File: config.mk
export PLATFORM = sky130hd
export DESIGN_NAME = register_file
export DESIGN_NICKNAME = d
export VERILOG_FILES = /design/src/rtl/register_file.sv
export SDC_FILE = /design/constraint.sdc
export NUM_CORES = 2
export LEC_CHECK = 0
export CORE_ASPECT_RATIO = 1.25
export CORE_UTILIZATION = 65
export CTS_CLUSTER_DIAMETER = 50
export DETAILED_ROUTE_END_ITERATION = 7
export PLACE_DENSITY_LB_ADDON = 0.12
export SLEW_MARGIN = 0
export SYNTH_ARGS = -nofsm -noshare
export SYNTH_HDL_FRONTEND = slang
export SYNTH_SLANG_ARGS = --single-unit
File: constraint.sdc
create_clock -name clk -period 7.05 [get_ports clk]
set_input_delay 2.115 -clock clk [delete_from_list [all_inputs] [get_ports clk]]
set_output_delay 2.115 -clock clk [all_outputs]
set_load 0.03 [all_outputs]
File: src/rtl/register_file.sv
// ---------------------------------------------------------------------------
// register_file
//   32 x N general-purpose register file for the single-cycle datapath.
//   Two combinational read ports, one synchronous write port.
//   Register 0 always reads as zero, and writes to it have no effect.
//   Q1 always shows the contents of register 1. It is a debug tap and is
//   never bypassed.
//
// Configuration macro:
//   WRITE_BYPASS_EN  If defined, a read port whose index matches an
//                    enabled write to a non-zero register returns
//                    Write_Data_i in the same cycle (write-first).
//                    If not defined, reads return the stored contents
//                    (read-old).
//
// Ports:
//   clk                in   rising-edge clock for writes
//   reset              in   asynchronous, active-low; clears every register
//   Reg_Write_i        in   write enable
//   Write_Register_i   in   [4:0] destination index
//   Read_Register_1_i  in   [4:0] read port 1 index
//   Read_Register_2_i  in   [4:0] read port 2 index
//   Write_Data_i       in   [N-1:0] write data, stored unchanged
//   Read_Data_1_o      out  [N-1:0] contents at Read_Register_1_i
//   Read_Data_2_o      out  [N-1:0] contents at Read_Register_2_i
//   Q1                 out  [N-1:0] contents of register 1
// ---------------------------------------------------------------------------
module register_file #(
  parameter int unsigned N = 32
) (
  input  logic         clk,
  input  logic         reset,
  input  logic         Reg_Write_i,
  input  logic [4:0]   Write_Register_i,
  input  logic [4:0]   Read_Register_1_i,
  input  logic [4:0]   Read_Register_2_i,
  input  logic [N-1:0] Write_Data_i,
  output logic [N-1:0] Read_Data_1_o,
  output logic [N-1:0] Read_Data_2_o,
  output logic [N-1:0] Q1
);

  logic [N-1:0] regs_q [32];
  logic [N-1:0] regs_d [32];
  logic         wr_en;

  // A write is enabled only when Reg_Write_i is high and the index is not
  // zero, so register 0 keeps its reset value of zero.
  assign wr_en = Reg_Write_i && (Write_Register_i != 5'd0);

  always_comb begin
    regs_d = regs_q;
    if (wr_en) begin
      regs_d[Write_Register_i] = Write_Data_i;
    end
  end

  always_ff @(posedge clk or negedge reset) begin
    if (!reset) begin
      regs_q <= '{default: '0};
    end else begin
      regs_q <= regs_d;
    end
  end

  always_comb begin
    Read_Data_1_o = (Read_Register_1_i == 5'd0) ? '0 : regs_q[Read_Register_1_i];
    Read_Data_2_o = (Read_Register_2_i == 5'd0) ? '0 : regs_q[Read_Register_2_i];
`ifdef WRITE_BYPASS_EN
    // Write-first forwarding. wr_en already excludes index 0.
    if (wr_en && (Write_Register_i == Read_Register_1_i)) begin
      Read_Data_1_o = Write_Data_i;
    end
    if (wr_en && (Write_Register_i == Read_Register_2_i)) begin
      Read_Data_2_o = Write_Data_i;
    end
`endif
  end

  assign Q1 = regs_q[1];

endmodule

==> metrics.csv <==
stage;metric;value;unit
critical_path;crit_arrival;4950;ps
placement;place_hpwl;106;mm
route;viasPerCell;7.64;
critical_path;critPathLaunchType;input port;
hold_path;hold_path.class;reg -> reg;
clock_tree;clk_latency;690;ps
hold_path;hp-start;regs_q[999];
placement;dp.cells;4503;
synth;synthCells;3546;
clock_tree;clk_pin_slew;60;ps
floorplanning;rows;118;
synth;synth-xor-area-share;0;%
critical_path;r2r.worst_path.cells;1;
synth;synthAdderAreaFrac;0;%
synth;yosys_register_bits;1024;
sta;finalCritPeriodShare;100;%
sta;relSlewSlack;12.7;%
synth;synth_mux_area_share;43.6;%
global_route;first_global_vias;37632;
finish;drive_gt1_share;54.2;%
synth;syn_nets;3596;
hold_path;hold_depth;0;
floorplanning;dieArea;84600;sq um
critical_path;end_kind;output pin;
finish;final_common_cell;dfrtp_1;
power_and_ir_drop;ir_worst_vdd;0.000221;V
sta;fin_skew;0;ps
run;drv_cap;0;
critical_path;r2r-end;Q1[11];
sta;finalSetupViolations;2;
critical_path;path_max_fanout;27;
sta;finalWorstSetupSlack;-19.0;ps
route;wl;172;mm
sta;worst_pin_slew;1300;ps
route;drt_iter0_drc;4289;
critical_path;regToRegStartpoint;Q1[11];
sta;rsz0062_at_grt;false;
finish;final_nets;3583;
route;ant_nets;0;
critical_path;slowest_delay;850;ps
clock_tree;htreeDepth;3;
synth;ys_async_sr_fraction;100;%
critical_path;worstPathRequired;4930;ps
sta;fmax;141;MHz
clock_tree;cts_hold_buf;0;
placement;portBuffers;145;
route;vias;35900;
clock_tree;tritoncts;built;
route;wl_per_cell;36.5;um
power_and_ir_drop;pwr_density_cell;293;nW/um^2
clock_tree;clk_path_buf_depth;3;
synth;ys_types;41;
synth;ys_seq_area_share;47.2;%
global_route;grt_max_degree;173;
global_route;antenna_found_initial;4;
global_route;grtUsageTotal;41.7;%
global_route;overflow;0;
sta;finalSetupTns;-23.9;ps
clock_tree;cts_root_buffer;clkbuf_16;
sta;slew_viol_final;0;
critical_path;regToRegSetupSlack;6040;ps
synth;yosys_most_used_dff;dfrtp_1;
synth;synthesis.area;54300;sq um
finish;final_cell_mix;1,024 x dfrtp_1, 1,020 x mux2_2, 469 x mux4_2;
clock_tree;cts_sinks;1024;
finish;fillCellCount;5126;
synth;ys.warnings.count;0;
hold_path;hold_path_end;regs_q[999];
power_and_ir_drop;p_leak;0.0264;uW
floorplanning;core-area;82700;sq um
route;drcViolationCount;0;
global_route;grt_pass1_wl;255;mm
route;firstDrtPassIters;5;
synth;synth_compound_area_share;3.66;%
synth;avgSynthCellArea;15.3;sq um
synth;synth_edf_count;0;
floorplanning;initial_core_util;65.6;%
status;violations;setup timing;
floorplanning;io_pins;146;
critical_path;path_cells;clkdlybuf4s50_1 > or3b_2 > buf_6 > o22ai_1 > a2111oi_0 > nor3_1 > buf_4;
critical_path;worstSetupPathType;in -> out;
finish;area_delta_synth_final;12.1;%
sta;hold_violations;0;
critical_path;cp_slowest_cell;clkdlybuf4s50_1;
status;status;finished, violations left;
finish;stdcell_count;4702;
clock_tree;tritoncts.num_buffers;108;
synth;synth-simple-area-share;1.50;%
synth;synth_top_family_by_area;multiplexers;
floorplanning;die_w;260;um
sta;fin_crit;7070;ps
floorplanning;die_h;325;um
placement;gp_congestion;0.901;
critical path, delay by kind of cell:
family,cells,cell delay (ps)
buf+inv,3,1450
compound gates,2,920
simple gates,2,440
per-stage QoR:
stage	util (%)	hold slack, ps	area (sq um)	setup slack (ps)	total power (uW)
after floorplan	-	441	54300	760	10500
after global placement	69.1	377	57100	-87.1	11600
after detailed placement	69.1	384	57100	-141	11900
after CTS	73.5	398	60800	0.997	17800
after global routing	73.6	410	60800	47.4	18400
final	73.6	394	60800	-19.0	17800
routing by layer:
metal  GRT usage (%)  vias up  wire (um)
li1                -    13742          -
met1            56.2    19087      63000
met2            62.3     2434      80200
met3            11.2      633      18000
met4            22.3        4      10500
met5               0        -         30
Yosys cell counts (2+ instances only):
library cell	number	area, sq um
dfrtp_1	1024	25600
mux2_2	1020	11500
mux4_2	469	10600
clkbuf_1	215	807
mux2i_1	158	1580
buf_2	95	475
o22ai_1	81	507
buf_4	66	495
buf_1	62	233
nor3_1	57	285
a22o_1	52	455
a211oi_1	38	285
a2111oi_0	26	228
o221ai_1	26	228
nand2_1	23	86.3
nor2b_1	19	119
a22oi_1	18	135
nor2_1	18	67.6
buf_6	13	146
a21oi_1	11	55.1
nand2b_1	8	50.1
nand3_1	6	30.0
nor4_1	5	31.3
a32o_1	4	40.0
and2_1	4	25.0
and3_1	4	25.0
mux2_1	4	45.0
nand3b_1	3	22.5
a21o_1	2	15.0
o211ai_1	2	15.0
or3_1	2	12.5
or3b_2	2	17.5
cells by family after synthesis:
logic type,after synthesis
mux,1651
compound gates,263
simple gates,156
flops,1024
buf+inv,452
report_power, final:
group | internal, uW | switching [uW] | total (uW)
Sequential | 7000 | 928 | 7920
Clock | 3500 | 2450 | 5940
Combinational | 2270 | 1680 | 3950
final cells by class:
class                   instances  area [sq um]  share of cell area, %
flip-flops and latches       1024         25600                   42.1
multi-input cells            2070         26700                   44.0
repair buffers                328          3410                   5.60
clock inverters                46           606                  0.996
diodes                          2          5.00                0.00823
clock buffers                 151          3090                   5.08
inverters                       1          3.75                0.00617
well taps                    1080          1350                   2.22
worst max path at each step:
stage                              to                  from  slack [ps]
CTS                  Read_Data_2_o[8]  Read_Register_2_i[3]           1
global placement    Read_Data_2_o[14]  Read_Register_2_i[3]         -90
finish               Read_Data_2_o[5]  Read_Register_2_i[3]         -20
global route        Read_Data_2_o[16]  Read_Register_2_i[3]          50
floorplan           Read_Data_1_o[12]  Read_Register_1_i[0]         760
detailed placement   Read_Data_2_o[6]  Read_Register_2_i[3]        -140
sequential cells by signal, summed over array words and instances (netlist names):
register  count
Q1           32
regs_q      992
timing repair:
item / CTS / global route
gates resized for setup: 5 / 4
setup buffers: 0 / 0
setup endpoints to repair: 4 / 5
Note: power is estimated with default switching activity, not from simulation.
